<file path="config.mk">
export PLATFORM = sky130hd
export DESIGN_NAME = counter_monitor_flat
export DESIGN_NICKNAME = d
export VERILOG_FILES = /design/src/rtl/counter_monitor_pkg.sv /design/src/rtl/counter_monitor_if.sv /design/src/rtl/counter_monitor_sat_counter.sv /design/src/rtl/counter_monitor.sv /design/src/flat_wrapper.sv
export SDC_FILE = /design/constraint.sdc
export NUM_CORES = 1
export LEC_CHECK = 0
export BUFFER_PORTS_ARGS = -buffer_cell sky130_fd_sc_hd__buf_4
export CAP_MARGIN = 20
export CORE_MARGIN = 3
export CORE_UTILIZATION = 40
export CTS_CLUSTER_DIAMETER = 30
export CTS_CLUSTER_SIZE = 30
export DETAILED_ROUTE_END_ITERATION = 8
export PLACE_DENSITY = 0.71
export SLEW_MARGIN = 20
export SYNTH_ARGS = -nofsm -noshare
export SYNTH_HDL_FRONTEND = slang
export SYNTH_SLANG_ARGS = --single-unit
</file>
<file path="constraint.sdc">
create_clock -name clk -period 1.5 [get_ports clk]
set_clock_uncertainty 0.1 [all_clocks]
set_input_delay 0.3 -clock clk [delete_from_list [all_inputs] [get_ports clk]]
set_output_delay 0.3 -clock clk [all_outputs]
set_load 0.005 [all_outputs]
</file>
<file path="src/rtl/counter_monitor_pkg.sv">
`default_nettype none
// ============================================================================
// Module   : counter_monitor_pkg
// Brief    : Shared types and defaults for the up/down counter step monitor.
// Revision : 1.0  initial release
// ============================================================================
package counter_monitor_pkg;

    localparam int C_DEF_WIDTH = 4;
    localparam int C_DEF_ERR_W = 8;

    typedef enum logic [1:0] {
        IDLE  = 2'd0,
        SYNC  = 2'd1,
        CHECK = 2'd2,
        FAULT = 2'd3
    } mon_state_t;

endpackage : counter_monitor_pkg
`default_nettype wire

</file>
<file path="src/rtl/counter_monitor_if.sv">
`default_nettype none
// ============================================================================
// Module   : counter_monitor_if
// Brief    : Observation inputs and report outputs of the counter step monitor.
// Revision : 1.0  initial release
// ============================================================================
interface counter_monitor_if
    import counter_monitor_pkg::*;
#(
    parameter int WIDTH = C_DEF_WIDTH,
    parameter int ERR_W = C_DEF_ERR_W
) ();

    logic             chk_en;
    logic             up_down;
    logic [WIDTH-1:0] count;

    logic             err_pulse;
    logic             err_sticky;
    logic [ERR_W-1:0] err_count;
    logic             wrap_up;
    logic             wrap_down;
    logic [WIDTH-1:0] expected;
    logic             checking;

    // master: the side that drives the observed counter signals
    modport master (
        output chk_en, up_down, count,
        input  err_pulse, err_sticky, err_count, wrap_up, wrap_down, expected, checking
    );

    modport slave (
        input  chk_en, up_down, count,
        output err_pulse, err_sticky, err_count, wrap_up, wrap_down, expected, checking
    );

endinterface : counter_monitor_if
`default_nettype wire

</file>
<file path="src/rtl/counter_monitor_sat_counter.sv">
`default_nettype none
// ============================================================================
// Module   : sat_counter
// Brief    : W-bit up counter that stops at its all-ones value instead of wrapping.
// Revision : 1.0  initial release
// ============================================================================
module sat_counter #(
    parameter int W = 8
) (
    input  wire logic         clk,
    input  wire logic         reset,
    input  wire logic         inc,
    output      logic [W-1:0] q
);

    localparam logic [W-1:0] C_MAX = {W{1'b1}};
    localparam logic [W-1:0] C_ONE = W'(1);

    logic [W-1:0] r_q;

    always_ff @(posedge clk) begin
        if (reset) begin
            r_q <= '0;
        end else if (inc && (r_q != C_MAX)) begin
            r_q <= r_q + C_ONE;
        end
    end

    assign q = r_q;

endmodule : sat_counter
`default_nettype wire

</file>
<file path="src/rtl/counter_monitor.sv">
`default_nettype none
// ============================================================================
// Module   : counter_monitor
// Brief    : Checks that an observed up/down counter moves exactly +/-1 per clock,
//            reporting mismatches, legal wraps and a saturating error tally.
// Revision : 1.0  initial release
// ============================================================================
module counter_monitor
    import counter_monitor_pkg::*;
#(
    parameter int WIDTH       = C_DEF_WIDTH,
    parameter int ERR_W       = C_DEF_ERR_W,
    parameter int STOP_ON_ERR = 0
) (
    input wire logic        clk,
    input wire logic        reset,
    counter_monitor_if.slave mon
);

    localparam logic [WIDTH-1:0] C_MAX = {WIDTH{1'b1}};
    localparam logic [WIDTH-1:0] C_ONE = WIDTH'(1);

    mon_state_t       r_state;
    mon_state_t       w_state_nxt;

    logic [WIDTH-1:0] r_expected;
    logic             r_prev_dir;
    logic             r_err_pulse;
    logic             r_err_sticky;
    logic             r_wrap_up;
    logic             r_wrap_down;
    logic [ERR_W-1:0] w_err_count;

    logic             w_compare;
    logic             w_mismatch;
    logic             w_match;
    logic             w_ref_load;
    logic             w_fault_go;
    logic [WIDTH-1:0] w_next_exp;

    // Only a sample taken while armed in CHECK is judged; the leaving edge is not.
    assign w_compare  = (r_state == CHECK) && mon.chk_en;
    assign w_mismatch = w_compare && (mon.count != r_expected);
    assign w_match    = w_compare && (mon.count == r_expected);
    assign w_ref_load = (r_state == SYNC) || (r_state == CHECK);
    assign w_next_exp = mon.up_down ? (mon.count + C_ONE) : (mon.count - C_ONE);

    generate
        if (STOP_ON_ERR != 0) begin : g_stop_on_err
            assign w_fault_go = w_mismatch;
        end else begin : g_keep_checking
            assign w_fault_go = 1'b0;
        end
    endgenerate

    always_ff @(posedge clk) begin
        if (reset) begin
            r_state <= IDLE;
        end else begin
            r_state <= w_state_nxt;
        end
    end

    always_comb begin
        w_state_nxt = r_state;
        case (r_state)
            IDLE: begin
                if (mon.chk_en) begin
                    w_state_nxt = SYNC;
                end
            end
            SYNC: begin
                w_state_nxt = mon.chk_en ? CHECK : IDLE;
            end
            CHECK: begin
                if (!mon.chk_en) begin
                    w_state_nxt = IDLE;
                end else if (w_fault_go) begin
                    w_state_nxt = FAULT;
                end
            end
            FAULT: begin
                w_state_nxt = FAULT;
            end
            default: begin
                w_state_nxt = IDLE;
            end
        endcase
    end

    // The reference always follows the observed count, so a single glitch
    // produces one error and the following step is judged from the actual value.
    always_ff @(posedge clk) begin
        if (reset) begin
            r_expected   <= '0;
            r_prev_dir   <= 1'b0;
            r_err_pulse  <= 1'b0;
            r_err_sticky <= 1'b0;
            r_wrap_up    <= 1'b0;
            r_wrap_down  <= 1'b0;
        end else begin
            r_err_pulse <= w_mismatch;
            r_wrap_up   <= w_match && r_prev_dir && (mon.count == '0);
            r_wrap_down <= w_match && !r_prev_dir && (mon.count == C_MAX);
            if (w_mismatch) begin
                r_err_sticky <= 1'b1;
            end
            if (w_ref_load) begin
                r_expected <= w_next_exp;
                r_prev_dir <= mon.up_down;
            end
        end
    end

    sat_counter #(
        .W (ERR_W)
    ) u_err_tally (
        .clk   (clk),
        .reset (reset),
        .inc   (w_mismatch),
        .q     (w_err_count)
    );

    assign mon.err_pulse  = r_err_pulse;
    assign mon.err_sticky = r_err_sticky;
    assign mon.err_count  = w_err_count;
    assign mon.wrap_up    = r_wrap_up;
    assign mon.wrap_down  = r_wrap_down;
    assign mon.expected   = r_expected;
    assign mon.checking   = (r_state == CHECK);

endmodule : counter_monitor
`default_nettype wire

</file>
<file path="src/flat_wrapper.sv">
// flat-port wrapper written by rule: the top's interface ports become plain ports
module counter_monitor_flat import counter_monitor_pkg::*;
#(
    parameter int WIDTH       = C_DEF_WIDTH,
    parameter int ERR_W       = C_DEF_ERR_W,
    parameter int STOP_ON_ERR = 0
)
  (clk, reset, mon_chk_en, mon_up_down, mon_count, mon_err_pulse, mon_err_sticky, mon_err_count, mon_wrap_up, mon_wrap_down, mon_expected, mon_checking);
  counter_monitor_if #(.WIDTH(WIDTH), .ERR_W(ERR_W)) mon_i ();
  input wire logic clk;
  input wire logic reset;
  input wire logic [$bits(mon_i.chk_en)-1:0] mon_chk_en;
  input wire logic [$bits(mon_i.up_down)-1:0] mon_up_down;
  input wire logic [$bits(mon_i.count)-1:0] mon_count;
  output wire logic [$bits(mon_i.err_pulse)-1:0] mon_err_pulse;
  output wire logic [$bits(mon_i.err_sticky)-1:0] mon_err_sticky;
  output wire logic [$bits(mon_i.err_count)-1:0] mon_err_count;
  output wire logic [$bits(mon_i.wrap_up)-1:0] mon_wrap_up;
  output wire logic [$bits(mon_i.wrap_down)-1:0] mon_wrap_down;
  output wire logic [$bits(mon_i.expected)-1:0] mon_expected;
  output wire logic [$bits(mon_i.checking)-1:0] mon_checking;
  assign mon_i.chk_en = mon_chk_en;
  assign mon_i.up_down = mon_up_down;
  assign mon_i.count = mon_count;
  assign mon_err_pulse = mon_i.err_pulse;
  assign mon_err_sticky = mon_i.err_sticky;
  assign mon_err_count = mon_i.err_count;
  assign mon_wrap_up = mon_i.wrap_up;
  assign mon_wrap_down = mon_i.wrap_down;
  assign mon_expected = mon_i.expected;
  assign mon_checking = mon_i.checking;
  counter_monitor #(.WIDTH(WIDTH), .ERR_W(ERR_W), .STOP_ON_ERR(STOP_ON_ERR)) u_core (.clk(clk), .reset(reset), .mon(mon_i));
endmodule
</file>
======== Yosys cells after proc, flatten, opt, wreduce, memory -nomap -nowiden ========
Cells that the tools add are included.
Widths: inputs -> output; s select.
operators by class
  multiplexer cells ....................... 5
  reduce and logical (&&, ||, !) cells .... 13
  add/subtract/negate cells ............... 3
  equal/unequal tests ..................... 9
operators with widths
  cell                 count
  $add 8x1->8 const B  1
  $logic_and 1x1->1    8
  $ne 8x8->1 const B   1
  $pmux 2 s4           1
  $mux 2               3
  $add 4x1->4 const B  1
  $eq 2x2->1 const B   2
  $eq 4x4->1           1
  $eq 4x4->1 const B   1
  $logic_not 4->1      1
  $mux 4               1
  $ne 2x2->1 const B   2
  $ne 4x4->1           1
  $sub 4x1->4 const B  1
  $eq 2x1->1 const B   1
  $logic_not 2->1      1
  $reduce_and 2->1     1
  $logic_not 1->1      1
  $logic_or 1x1->1     1
word-level totals
  word-level logic and storage cells ...... 38
  output and inout bits ................... 17
  flip-flop bits (word level) ............. 19

======== Depth between registers and ports, before layout ========
Gate-level depths: netlist (run 1).
  word-level depth ........................ 5
  mapped depth ............................ 7
  depth with buffers taken out ............ 6

======== Cells and area by module ========
A second synthesis (run 1) with hierarchy kept.
unflattened totals
  cells, all modules ...................... 113
  area, all modules ....................... 1,049.8 um^2
by module, submodules not included
  module           times used  seq. area each (um^2)  cells an instance  area an instance (um^2)
  counter_monitor  1           220.2                  67                 619.3
  sat_counter      1           160.2                  46                 430.4

======== Least setup slack after synthesis (run 1) ========
No wires, ideal clock.
  path kind ............................... register to register
  from .................................... register u_core.r_state[0]
  to ...................................... register u_core.u_err_tally.r_q[3], in the netlist u_core.u_err_tally.q[3]
  data required time ...................... 1.330 ns
  stages on the path, launching flop included .. 7
  slack ................................... -0.217 ns
  clock period less this slack ............ 1.717 ns
  arrival ................................. 1.547 ns
  cells stage by stage .................... dfxtp_1 inv_1 ha_1 nand2_1 a41o_1 or4_1 a21oi_1
on the way
  cells in the longest elaborated chain, start to end .. 4
ends and longest elaborated chain
  what                      RTL line                           text
  start: declaration        counter_monitor.sv:23              mon_state_t r_state;
  start signal: assignment  counter_monitor.sv:60              r_state <= w_state_nxt;
  $eq 2x2->1                n/a
  net mon_checking          flat_wrapper.sv:21                 output wire logic [$bits(mon_i.checking)-1:0] mon_checking;
  $logic_and 1x1->1         counter_monitor.sv:42              assign w_compare = (r_state == CHECK) && mon.chk_en;
  $logic_and 1x1->1         counter_monitor.sv:43              assign w_mismatch = w_compare && (mon.count != r_expected);
  $logic_and 1x1->1         counter_monitor_sat_counter.sv:24  end else if (inc && (r_q != C_MAX)) begin
  end signal: assignment    counter_monitor_sat_counter.sv:25  r_q <= r_q + C_ONE;
  end: declaration          counter_monitor_sat_counter.sv:19  logic [W-1:0] r_q;
The timed path passes the listed nets, and every way through them passes these cells.
A chain may end at the register's enable or synchronous reset.

======== Worst setup path after layout (run 1) ========
  from .................................... register u_core.r_state[0]
  to ...................................... register u_core.u_err_tally.r_q[3], in the netlist u_core.u_err_tally.q[3]
on the way
  cells in the longest elaborated chain, start to end .. 4
ends and longest elaborated chain
  what               RTL line
  $eq 2x2->1         counter_monitor.sv:42
  $logic_and 1x1->1  counter_monitor.sv:42
  $logic_and 1x1->1  counter_monitor.sv:43
  $logic_and 1x1->1  counter_monitor_sat_counter.sv:24
Every way passes these cells.

==> Flow_metrics.wiki, run 1 <==
{| class="wikitable"
! Metric !! Value
|-
| HPWL after detailed placement || 2120 um
|-
| Cell with the most instances after synthesis || sky130_fd_sc_hd__dfxtp_1
|-
| Power Dens Cells || 695 nW/um^2
|-
| Number of flops mapped to enable cells by yosys || 0
|-
| Final Hold Violating Endpoints || 0
|-
| Synth Area per Inst || 8.92 um^2
|-
| Row count || 17
|-
| Ranking of synthesized cells by instance count || sky130_fd_sc_hd__dfxtp_1 (19), sky130_fd_sc_hd__nor2_1 (11), sky130_fd_sc_hd__a21oi_1 (9)
|-
| Clock period minus worst slack || about 1600 ps
|-
| Yosys warning count || 0
|-
| Detailed router's first-iteration violation count || 27
|-
| Vias in the first global route || 1158
|-
| Clock latency at the later pin of the worst-skew pair || 310 ps
|-
| Chip height || 56.6 um
|-
| Highest net fanout along the worst path || 6
|-
| RSZ-0062 raised after global routing || true
|-
| Combinational family with the most area after synthesis || simple AND/OR/NAND/NOR gates
|-
| Crit-path slowest cell || sky130_fd_sc_hd__or4_4
|-
| Most used DFF post-synth || sky130_fd_sc_hd__dfxtp_1
|-
| Boundary pin count || 25
|-
| Vias per cell || between 5 and 6
|-
| Highest Clock Rate || 610 MHz
|-
| Fraction of synthesis flops using an asynchronous set or reset pin || 0
|-
| Post-synthesis share of cell area spent on xor and xnor gates || 0.0598
|-
| Multiplexer area fraction after synthesis || 0.0402
|-
| Max Transition Viols Final || 0
|-
| Number of failing setup endpoints in the final timing report || 9
|-
| Endpoint required time on the critical path || 1640 ps
|-
| Final core occ || 0.744
|-
| Maximum number of pins on one net before global-route repair || 14
|-
| Area fraction in and, or, nand and nor cells after synthesis || 0.228
|-
| Number of remaining DRC errors || 0
|-
| Antenna diode count || 0
|-
| Footprint of the multi-input gates || 766 um^2
|-
| Placed Area || 1540 um^2
|-
| Cell at the root of the clock tree || sky130_fd_sc_hd__clkbuf_4
|-
| Critical Path Start Type || flip-flop
|-
| First-pass GRT wire length || 4900 um
|-
| Violated checks || setup timing
|-
| Flip-flop and latch count after synthesis || 19
|-
| Total Routing Usage GR || 0.193
|-
| Maximum Capacitance Violations || 0
|-
| Fraction of the mapped netlist area in compound gates || 0.139
|-
| Family of cells with the greatest summed delay on the critical path || simple AND/OR/NAND/NOR gates
|-
| Post-layout nets || 197
|-
| Post-DR wirelength/cell || roughly 15 um
|-
| Portion of synthesized cell area occupied by the leading cell type || 0.371
|-
| Last weighted congestion value of the routability-driven placer || 0.759
|-
| Synthesized cell area || between 1000 and 1500 um^2
|-
| Worst hold path class || input pin to flip-flop
|-
| Register-to-Register Setup Slack || -140 ps
|-
| Fraction of the mapped netlist area in adder cells || 0.117
|-
| Worst rel slew slack || 0.801
|-
| Register cell area after layout || about 390 um^2
|-
| Area Overhead vs Synth || 68.0%
|-
| Antenna violations before repair || 0
|-
| Antenna violation net count after detailed routing || 0
|-
| Reg clk slew, reported paths || 120 ps
|-
| Number of nets produced by synthesis || about 130
|-
| Total chip power || ~1200 uW
|-
| Static Leakage || between 0.0007 and 0.0008 uW
|-
| Post-route cell area || roughly 1700 um^2
|-
| Total grt overflow || 0
|-
| Clock Sink Count || 19
|-
| Routed via count || roughly 1100
|-
| Transition time of the tightest slew-check pin || 296 ps
|-
| Library cell with the largest summed area after synthesis || sky130_fd_sc_hd__dfxtp_1
|-
| Number of distinct library cell variants in the gate-level netlist after synthesis || 35
|-
| Kind of end point of the critical path || flip-flop
|-
| Clock tree from TritonCTS || yes
|-
| Syn Inst Count || 115
|-
| Die outline area || around 3200 um^2
|-
| Number of buffers inserted by port buffering || 24
|-
| Max rail drop VDD || ~0.00057 V
|-
| Routed wire length || 3050 um
|-
| Cell Chain, Critical Path || inv_2, ha_4, nand2_4, a41o_4, or4_4, a21oi_2
|-
| Area contributors post-synth || sky130_fd_sc_hd__dfxtp_1 (37%), sky130_fd_sc_hd__ha_1 (9.8%), sky130_fd_sc_hd__xnor2_1 (6.0%)
|-
| Post-route setup slack || -139 ps
|-
| Setup_tns || -684 ps
|-
| Std-Cell Core Area || 2320 um^2
|-
| Worst path buffer plus inverter count || 1
|-
| Initial Util || 0.443
|-
| Classification of the worst setup path || flip-flop to flip-flop
|-
| Arrival time of the worst setup path || between 1500 and 2000 ps
|-
| Final worst path period share || 1.09
|-
| Width of the chip || 56.6 um
|-
| Run status || finished, violations left
|-
| Final worst hold slack || 85.4 ps
|-
| Number of fillers in the final layout || 169
|-
| Share of post-route cells with drive strength above 1 || 0.564
|-
| Maximum root-to-sink buffer count || 2
|-
| Delay of the slowest cell on the worst path || 480 ps
|-
| Part of the Yosys area used for sequential elements || 0.371
|-
| Total iterations of the first detailed-routing run || 4
|-
| H-tree depth || 1
|-
| Clock buffer count from CTS || 3
|}
[routing by layer]
metal  GRT usage  part of all wire
met5           0                 0
met4      0.0542             0.018
met3      0.0483             0.063
met2       0.380              0.54
met1       0.196              0.38
[cell usage in the layout (no fill, tap or decap), types with 3 or more instances in the layout]
cell type,n
sky130_fd_sc_hd__nand2_1,5
sky130_fd_sc_hd__dfxtp_1,14
sky130_fd_sc_hd__ha_4,3
sky130_fd_sc_hd__or3_1,3
sky130_fd_sc_hd__inv_1,4
sky130_fd_sc_hd__a21oi_1,6
sky130_fd_sc_hd__ha_1,5
sky130_fd_sc_hd__o31ai_1,4
sky130_fd_sc_hd__clkbuf_4,3
sky130_fd_sc_hd__xnor2_2,4
sky130_fd_sc_hd__mux2i_1,3
sky130_fd_sc_hd__dfxtp_2,5
sky130_fd_sc_hd__xnor2_1,3
sky130_fd_sc_hd__buf_4,63
sky130_fd_sc_hd__nand3_1,3
sky130_fd_sc_hd__nor2_1,10
[final timing paths]
kind / startpoint / cells past startpoint / to
setup reg to reg: u_core.r_state[0]$_SDFFE_PP0P_ / 6 / u_core.u_err_tally.q[3]$_SDFFE_PP0P_
hold reg to reg: u_core.mon.err_sticky$_SDFFE_PP0P_ / 2 / u_core.mon.err_sticky$_SDFFE_PP0P_
setup / recovery: u_core.r_state[0]$_SDFFE_PP0P_ / 6 / u_core.u_err_tally.q[3]$_SDFFE_PP0P_
hold / removal: reset / 2 / u_core.mon.expected[2]$_SDFFE_PP0P_
[state kept, by name, indices dropped and copies added, names as in the netlist]
name / count
u_core.mon.expected: 4
u_core.mon.err_pulse: 1
u_core.mon.wrap_up: 1
u_core.r_prev_dir: 1
u_core.r_state: 2
u_core.mon.wrap_down: 1
u_core.mon.err_sticky: 1
u_core.u_err_tally.q: 8
[area by class of cell]
cell class                      instances  area share
Tap cell                               28      0.0203
Timing Repair Buffer                   64       0.281
Sequential cell                        19       0.224
Clock inverter                          1     0.00435
Clock buffer                            3      0.0131
Multi-Input combinational cell         86       0.444
Inverter                                6      0.0131
[per-stage QoR]
stage	worst slack [ps]	cells
3_3_place_gp	-194	199
2_1_floorplan	-81.7	115
5_1_grt	-196	207
4_1_cts	-137	205
6_report	-139	207
3_5_place_dp	-240	199
[where the power goes]
part	internal [uW]	leakage [uW]	switching [uW]	total, uW
clock network	102	0.0000139	172	273
registers	532	0.000157	23.8	556
logic	205	0.000573	164	369
total	839	0.000744	359	1200
[cell families (layout without fill, tap and decap cells)]
kind of cell,after synthesis,in the layout
muxes,4,4
buffers and inverters,11,74
and+or+nand+nor,43,43
DFF,19,19
AOI/OAI and AO/OA,22,23
xor gates and xnor gates,7,7
adders and majority gates,9,9
[repair_timing]
action                                  in CTS  in global routing
pin swaps                                    3                  8
hold buffers                                 0                  0
setup buffers                                1                  2
gates cloned                                 1                  0
endpoints found under the setup margin      13                 13
gates resized for setup                     17                  9
(Power assumes the default switching activity.)
==> run 2: changes to the inputs <==
--- a/config.mk
+++ b/config.mk
@@ -7,12 +7,15 @@
 export LEC_CHECK = 0
 export BUFFER_PORTS_ARGS = -buffer_cell sky130_fd_sc_hd__buf_4
 export CAP_MARGIN = 20
+export CELL_PAD_IN_SITES_DETAIL_PLACEMENT = 0
+export CELL_PAD_IN_SITES_GLOBAL_PLACEMENT = 1
+export CORE_ASPECT_RATIO = 0.5
 export CORE_MARGIN = 3
-export CORE_UTILIZATION = 40
+export CORE_UTILIZATION = 34
 export CTS_CLUSTER_DIAMETER = 30
 export CTS_CLUSTER_SIZE = 30
 export DETAILED_ROUTE_END_ITERATION = 8
-export PLACE_DENSITY = 0.71
+export PLACE_DENSITY = 0.79
 export SLEW_MARGIN = 20
 export SYNTH_ARGS = -nofsm -noshare
 export SYNTH_HDL_FRONTEND = slang
==> run 2 against run 1 <==
  * The flow still finishes with violations (setup timing)
  * Worst hold slack improved by 96 ps
  * First-iteration DRC count fell by 19%
  * Sequential power is essentially flat
  * Non-clock buffer count is 6 lower
==> Flow_metrics.wiki, run 2 (synthesis results as in run 1) <==
{| class="wikitable"
! Metric !! Value
|-
| Total iterations of the first detailed-routing run || 4 (unchanged)
|-
| Post-layout nets || 191 (was 197)
|-
| Area Overhead vs Synth || 62.0% (was 68.0%)
|-
| Placed Area || 1510 um^2 (was 1540 um^2)
|-
| Kind of end point of the critical path || flip-flop (unchanged)
|-
| Classification of the worst setup path || flip-flop to flip-flop (unchanged)
|-
| Post-route setup slack || -119 ps (was -139 ps)
|-
| Total grt overflow || 0 (unchanged)
|-
| Number of failing setup endpoints in the final timing report || 9 (unchanged)
|-
| Delay of the slowest cell on the worst path || 480 ps (about the same)
|-
| Transition time of the tightest slew-check pin || 318 ps (was 296 ps)
|-
| Static Leakage || 0.000715 uW (was 0.000744 uW)
|-
| Max FFs per register || 8 (unchanged)
|-
| Antenna diode count || 0 (unchanged)
|-
| Reg clk slew, reported paths || 70 ps (was 120 ps)
|-
| Maximum Capacitance Violations || 0 (unchanged)
|-
| Clock period minus worst slack || 1620 ps (was 1640 ps)
|-
| Power Dens Cells || 761 nW/um^2 (was 695 nW/um^2)
|-
| Maximum number of pins on one net before global-route repair || 12 (was 14)
|-
| Vias per cell || 4.89 (was 5.50)
|-
| Number of buffers inserted by port buffering || 24 (unchanged)
|-
| Cell Chain, Critical Path || inv_2, ha_4, nand2_4, a41o_4, or4_1, a21oi_1 (was inv_2, ha_4, nand2_4, a41o_4, or4_4, a21oi_2)
|-
| Die outline area || 3750 um^2 (was 3210 um^2)
|-
| Final worst path period share || 1.08 (was 1.09)
|-
| Post-DR wirelength/cell || 12.9 um (was 14.7 um)
|-
| Row count || 13 (was 17)
|-
| Chip height || 44.8 um (was 56.6 um)
|-
| Cell at the root of the clock tree || sky130_fd_sc_hd__clkbuf_8 (was sky130_fd_sc_hd__clkbuf_4)
|-
| Run status || finished, violations left (unchanged)
|-
| Final Hold Violating Endpoints || 0 (unchanged)
|-
| Worst rel slew slack || 0.787 (was 0.801)
|-
| Clock buffer count from CTS || 3 (unchanged)
|-
| Vias in the first global route || 974 (was 1158)
|-
| Number of remaining DRC errors || 0 (unchanged)
|-
| RSZ-0062 raised after global routing || true (unchanged)
|-
| Routed via count || 1026 (was 1138)
|-
| Crit-path slowest cell || sky130_fd_sc_hd__or4_1 (was sky130_fd_sc_hd__or4_4)
|-
| Share of post-route cells with drive strength above 1 || 0.486 (was 0.564)
|-
| Setup_tns || -472 ps (was -684 ps)
|-
| Initial Util || 0.375 (was 0.443)
|-
| Number of fillers in the final layout || 228 (was 169)
|-
| Antenna violations before repair || 0 (unchanged)
|-
| Worst hold path class || input pin to flip-flop (unchanged)
|-
| First-pass GRT wire length || 4450 um (was 4900 um)
|-
| Arrival time of the worst setup path || 1710 ps (was 1780 ps)
|-
| Family of cells with the greatest summed delay on the critical path || simple AND/OR/NAND/NOR gates (unchanged)
|-
| H-tree depth || 1 (unchanged)
|-
| Most common cell after layout, fill and taps aside || sky130_fd_sc_hd__buf_4 (unchanged)
|-
| Top library cells by usage in the layout, fill and taps aside || sky130_fd_sc_hd__buf_4 (58), sky130_fd_sc_hd__dfxtp_1 (14), sky130_fd_sc_hd__nor2_1 (11), sky130_fd_sc_hd__a21oi_1 (8) (was sky130_fd_sc_hd__buf_4 (63), sky130_fd_sc_hd__dfxtp_1 (14), sky130_fd_sc_hd__nor2_1 (10), sky130_fd_sc_hd__a21oi_1 (6))
|-
| Std-Cell Core Area || 2730 um^2 (was 2320 um^2)
|-
| Antenna violation net count after detailed routing || 0 (unchanged)
|-
| Worst path buffer plus inverter count || 1 (unchanged)
|-
| Highest Clock Rate || 618 MHz (was 610 MHz)
|-
| Highest net fanout along the worst path || 6 (unchanged)
|-
| Violated checks || setup timing (unchanged)
|-
| Boundary pin count || 25 (unchanged)
|-
| Clock Sink Count || 19 (unchanged)
|-
| Width of the chip || 83.7 um (was 56.6 um)
|-
| Clock tree from TritonCTS || yes (unchanged)
|-
| Critical Path Start Type || flip-flop (unchanged)
|-
| Total Routing Usage GR || 0.150 (was 0.193)
|-
| Maximum root-to-sink buffer count || 2 (unchanged)
|-
| Clock latency at the later pin of the worst-skew pair || 250 ps (was 310 ps)
|-
| Post-route cell area || 1660 um^2 (was 1720 um^2)
|-
| Max rail drop VDD || 0.000429 V (was 0.000571 V)
|-
| Last weighted congestion value of the routability-driven placer || 0.763 (was 0.759)
|-
| Endpoint required time on the critical path || 1590 ps (was 1640 ps)
|-
| Routed wire length || 2710 um (was 3050 um)
|-
| HPWL after detailed placement || 1940 um (was 2120 um)
|-
| Detailed router's first-iteration violation count || 22 (was 27)
|-
| Max Transition Viols Final || 0 (unchanged)
|}
[run 2: routing by layer]
metal  part of all wire  GRT usage  routed length [um]  vias up
met1               0.48      0.186                1300      478
met4                  0     0.0288                   0        0
met5                  0          0                   0        -
met2               0.49      0.270                1320       17
met3              0.033     0.0401                  89        0
li1                   -          -                   -      531
[run 2: path summary, 6_finish.rpt]
| path | cells after the start | slack [ps] | startpoint | to |
|---|---|---|---|---|
| hold reg to reg | 2 | 350 | u_core.mon.err_sticky$_SDFFE_PP0P_ | u_core.mon.err_sticky$_SDFFE_PP0P_ |
| setup / recovery | 6 | -120 | u_core.r_state[0]$_SDFFE_PP0P_ | u_core.u_err_tally.q[3]$_SDFFE_PP0P_ |
| setup reg to reg | 6 | -120 | u_core.r_state[0]$_SDFFE_PP0P_ | u_core.u_err_tally.q[3]$_SDFFE_PP0P_ |
| hold / removal | 2 | 180 | reset | u_core.r_state[1]$_SDFFE_PP0P_ |
[run 2: report_power, final]
group	internal [uW]	switching, uW
clock network	185	176
registers	532	24.3
logic	194	154
[run 2: per-stage QoR]
| stage | instances | setup slack [ps] | util | power (uW) | hold WS [ps] |
|---|---|---|---|---|---|
| global route | 210 | -159 | 0.608 | 1330 | 189 |
| floorplan | 115 | -81.7 | - | 703 | 299 |
| finish | 210 | -119 | 0.608 | 1260 | 181 |
| global placement | 203 | -236 | 0.553 | 848 | 334 |
| detailed placement | 203 | -267 | 0.553 | 857 | 338 |
| CTS | 209 | -110 | 0.590 | 1240 | 180 |
[run 2: worst reg2reg max path: stages (launching register included)]
cell and delay (ps):
sky130_fd_sc_hd__dfxtp_2 320, sky130_fd_sc_hd__inv_2 60, sky130_fd_sc_hd__ha_4 140, sky130_fd_sc_hd__nand2_4 50, sky130_fd_sc_hd__a41o_4 270, sky130_fd_sc_hd__or4_1 480
sky130_fd_sc_hd__a21oi_1 130
[run 2: final cells by class]
type                       count  area (um^2)  share of cell area
inverter                       6         22.5              0.0136
sequential                    19          387               0.233
multi-input combinational     86          724               0.436
clock inverter                 1         5.00             0.00301
tap                           37         46.3              0.0279
timing repair buffer          58          435               0.262
clock buffer                   3         41.3              0.0248
[run 2: what timing repair did]
item,4_1_cts,5_1_grt
hold buffers,0,0
endpoints found under the setup margin,11,15
resized for setup,8,6
cloned,1,0
pin swaps,3,3
setup buffers,1,1
==> run 3: changes to the inputs <==
--- a/config.mk
+++ b/config.mk
@@ -16,6 +16,7 @@
 export CTS_CLUSTER_SIZE = 30
 export DETAILED_ROUTE_END_ITERATION = 8
 export PLACE_DENSITY = 0.79
+export REMOVE_ABC_BUFFERS = 1
 export SLEW_MARGIN = 20
 export SYNTH_ARGS = -nofsm -noshare
 export SYNTH_HDL_FRONTEND = slang
==> run 3 against run 2 <==
  * The run still ends with setup timing left
  * Maximum frequency is 3.3% lower
  * Power shrank 0.24%
  * First-iteration DRC count is 45% higher
  * Sequential power about the same
  * Sequential share of layout area is 0.20 points lower
  * Via count decreased by 0.49%
  * Utilization rose by 0.32 points
  * Setup slack worse by 55 ps
  * Non-clock buffer count rose by 3
  * Combinational power hardly changed
  * Critical path depth stayed put
  * Worst hold slack got worse by 24 ps
==> Flow_metrics.wiki, run 3 (synthesis results as in run 1) <==
{| class="wikitable"
! Metric !! Value
|-
| HPWL after detailed placement || 1970 um (was 1940 um)
|-
| Max FFs per register || 8 (unchanged)
|-
| Final Hold Violating Endpoints || 0 (unchanged)
|-
| Share of post-route cells with drive strength above 1 || 0.491 (was 0.486)
|-
| Placed Area || 1490 um^2 (was 1510 um^2)
|-
| Violated checks || setup timing (unchanged)
|-
| Die outline area || 3750 um^2 (unchanged)
|-
| Antenna diode count || 0 (unchanged)
|-
| Initial Util || 0.375 (unchanged)
|-
| Maximum root-to-sink buffer count || 2 (unchanged)
|-
| Max Transition Viols Final || 0 (unchanged)
|-
| Launch point of the critical path || u_core.r_state[0]$_SDFFE_PP0P_ (unchanged)
|-
| Worst rel slew slack || 0.809 (was 0.787)
|-
| Part of the total power dissipated in the clock network || 0.287 (was 0.285)
|-
| Most common cell after layout, fill and taps aside || sky130_fd_sc_hd__buf_4 (unchanged)
|-
| Arrival time of the worst setup path || 1770 ps (was 1710 ps)
|-
| Maximum Capacitance Violations || 0 (unchanged)
|-
| Transition time of the tightest slew-check pin || 284 ps (was 318 ps)
|-
| Reg2Reg Capture Point || u_core.u_err_tally.q[5]$_SDFFE_PP0P_ (was u_core.u_err_tally.q[3]$_SDFFE_PP0P_)
|-
| Switch Pwr || 342 uW (was 354 uW)
|-
| Post-route cell area || 1670 um^2 (was 1660 um^2)
|-
| Vias in the first global route || 1020 (was 974)
|-
| Antenna violations before repair || 0 (unchanged)
|-
| Width of the chip || 83.7 um (unchanged)
|-
| Placed cells || 206 (was 203)
|-
| Highest net fanout along the worst path || 8 (was 6)
|-
| Number of non-filler instances in the completed layout || 212 (was 210)
|-
| Clock Sink Count || 19 (unchanged)
|-
| H-tree depth || 1 (unchanged)
|-
| Clock buffer count from CTS || 3 (unchanged)
|-
| Switching Fraction || 0.271 (was 0.280)
|-
| Internal power || 919 uW (was 910 uW)
|-
| Length in cells of the worst reg-to-reg path || 6 (unchanged)
|-
| Endpoint required time on the critical path || 1600 ps (was 1590 ps)
|-
| Antenna violation net count after detailed routing || 0 (unchanged)
|-
| Vias per cell || 4.82 (was 4.89)
|-
| Run status || finished, violations left (unchanged)
|-
| Top library cells by usage in the layout, fill and taps aside || sky130_fd_sc_hd__buf_4 (60), sky130_fd_sc_hd__dfxtp_1 (17), sky130_fd_sc_hd__nor2_1 (10), sky130_fd_sc_hd__a21oi_1 (6), sky130_fd_sc_hd__ha_1 (6) (was sky130_fd_sc_hd__buf_4 (58), sky130_fd_sc_hd__dfxtp_1 (14), sky130_fd_sc_hd__nor2_1 (11), sky130_fd_sc_hd__a21oi_1 (8))
|-
| First-pass GRT wire length || 4420 um (was 4450 um)
|-
| Post-route setup slack || -174 ps (was -119 ps)
|-
| Final worst path period share || 1.12 (was 1.08)
|-
| Row count || 13 (unchanged)
|-
| Chip height || 44.8 um (unchanged)
|-
| Post-DR wirelength/cell || 12.2 um (was 12.9 um)
|-
| Maximum number of pins on one net before global-route repair || 13 (was 12)
|-
| Reg clk slew, reported paths || 70 ps (about the same)
|-
| Cell at the root of the clock tree || sky130_fd_sc_hd__clkbuf_8 (unchanged)
|-
| Std-Cell Core Area || 2730 um^2 (unchanged)
|-
| Highest Clock Rate || 597 MHz (was 618 MHz)
|-
| Number of failing setup endpoints in the final timing report || 7 (was 9)
|-
| Power share of the sequential group || 0.439 (was 0.440)
|-
| RSZ-0062 raised after global routing || true (unchanged)
|-
| Total chip power || 1260 uW (about the same)
|-
| Classification of the worst setup path || flip-flop to flip-flop (unchanged)
|-
| Routed via count || 1021 (was 1026)
|-
| Total iterations of the first detailed-routing run || 4 (unchanged)
|-
| Power Dens Cells || 755 nW/um^2 (was 761 nW/um^2)
|-
| Last weighted congestion value of the routability-driven placer || 0.770 (was 0.763)
|-
| R2R Path Start || u_core.r_state[0]$_SDFFE_PP0P_ (unchanged)
|-
| Critical Path Start Type || flip-flop (unchanged)
|-
| Worst hold path class || input pin to flip-flop (unchanged)
|-
| Comb power frac || 0.274 (was 0.275)
|-
| Max rail drop VDD || 0.000305 V (was 0.000429 V)
|-
| Total grt overflow || 0 (unchanged)
|-
| Static Leakage || 0.000728 uW (was 0.000715 uW)
|-
| Register-to-Register Setup Slack || -170 ps (was -120 ps)
|-
| Clock period minus worst slack || 1670 ps (was 1620 ps)
|-
| Post-layout nets || 193 (was 191)
|-
| End of the critical path || u_core.u_err_tally.q[5]$_SDFFE_PP0P_ (was u_core.u_err_tally.q[3]$_SDFFE_PP0P_)
|-
| Boundary pin count || 25 (unchanged)
|-
| Clock tree from TritonCTS || yes (unchanged)
|-
| Area Overhead vs Synth || 62.8% (was 62.0%)
|-
| Detailed router's first-iteration violation count || 32 (was 22)
|-
| Total Routing Usage GR || 0.147 (was 0.150)
|-
| Clock latency at the later pin of the worst-skew pair || 250 ps (about the same)
|-
| Routed wire length || 2590 um (was 2710 um)
|-
| Number of buffers inserted by port buffering || 24 (unchanged)
|-
| Number of remaining DRC errors || 0 (unchanged)
|-
| Kind of end point of the critical path || flip-flop (unchanged)
|}
## run 3: power groups by stage
stage / Combinational [uW] / Clock [uW] / Sequential, uW
5_1_grt: 381 / 387 / 556
2_1_floorplan: 126 / 0 / 564
3_5_place_dp: 286 / 0 / 560
4_1_cts: 326 / 374 / 552
3_3_place_gp: 280 / 0 / 558
6_report: 346 / 362 / 553
## run 3: per-stage QoR
step	TNS [ps]	hold slack, ps	utilization	setup slack (ps)
floorplan	-1590	269	-	-313
global placement	-1730	338	0.546	-239
detailed placement	-2180	348	0.546	-270
CTS	-877	161	0.587	-162
global route	-1330	155	0.611	-217
finish	-935	157	0.611	-174
## run 3: cell type report
cell class / count / area [um^2]
fillers: 231 / 1060
multi-input cells: 85 / 709
repair buffers: 61 / 462
flip-flops and latches: 19 / 385
well taps: 37 / 46.3
clock buffers: 4 / 45.0
inverters: 6 / 22.5
## run 3: per-layer routing
layer / wire length, um / track usage / up-vias / part of all wire
met5: 0 / 0 / - / 0
met4: 16 / 0.0288 / 0 / 0.0062
met3: 79 / 0.0328 / 2 / 0.031
met2: 1230 / 0.276 / 15 / 0.48
met1: 1260 / 0.180 / 471 / 0.49
li1: - / - / 533 / -
## run 3: how the worst min path moves through the flow
stage / start / to / slack, ps / cells after the start
3_3_place_gp: u_core.r_prev_dir$_SDFFE_PP0P_ / u_core.mon.wrap_down$_SDFF_PP0_ / 340 / 1
2_1_floorplan: reset / u_core.mon.err_sticky$_SDFFE_PP0P_ / 270 / 1
4_1_cts: reset / u_core.u_err_tally.q[7]$_SDFFE_PP0P_ / 160 / 2
3_5_place_dp: u_core.mon.err_sticky$_SDFFE_PP0P_ / u_core.mon.err_sticky$_SDFFE_PP0P_ / 350 / 2
6_report: reset / u_core.u_err_tally.q[7]$_SDFFE_PP0P_ / 160 / 2
5_1_grt: reset / u_core.u_err_tally.q[7]$_SDFFE_PP0P_ / 160 / 2
## run 3: timing repair
item | 4_1_cts | 5_1_grt
hold buffers | 0 | 0
pin swaps | 11 | 1
resized for setup | 12 | 15
endpoints found under the setup margin | 15 | 11
buffers inserted | 3 | 1
## run 3: critical path, cell delays in order, from the launching register on
cell	delay, ps
sky130_fd_sc_hd__dfxtp_2	330
sky130_fd_sc_hd__inv_2	70
sky130_fd_sc_hd__ha_4	130
sky130_fd_sc_hd__nand2_2	50
sky130_fd_sc_hd__a41o_4	270
sky130_fd_sc_hd__or4_1	550
sky130_fd_sc_hd__a21oi_2	120
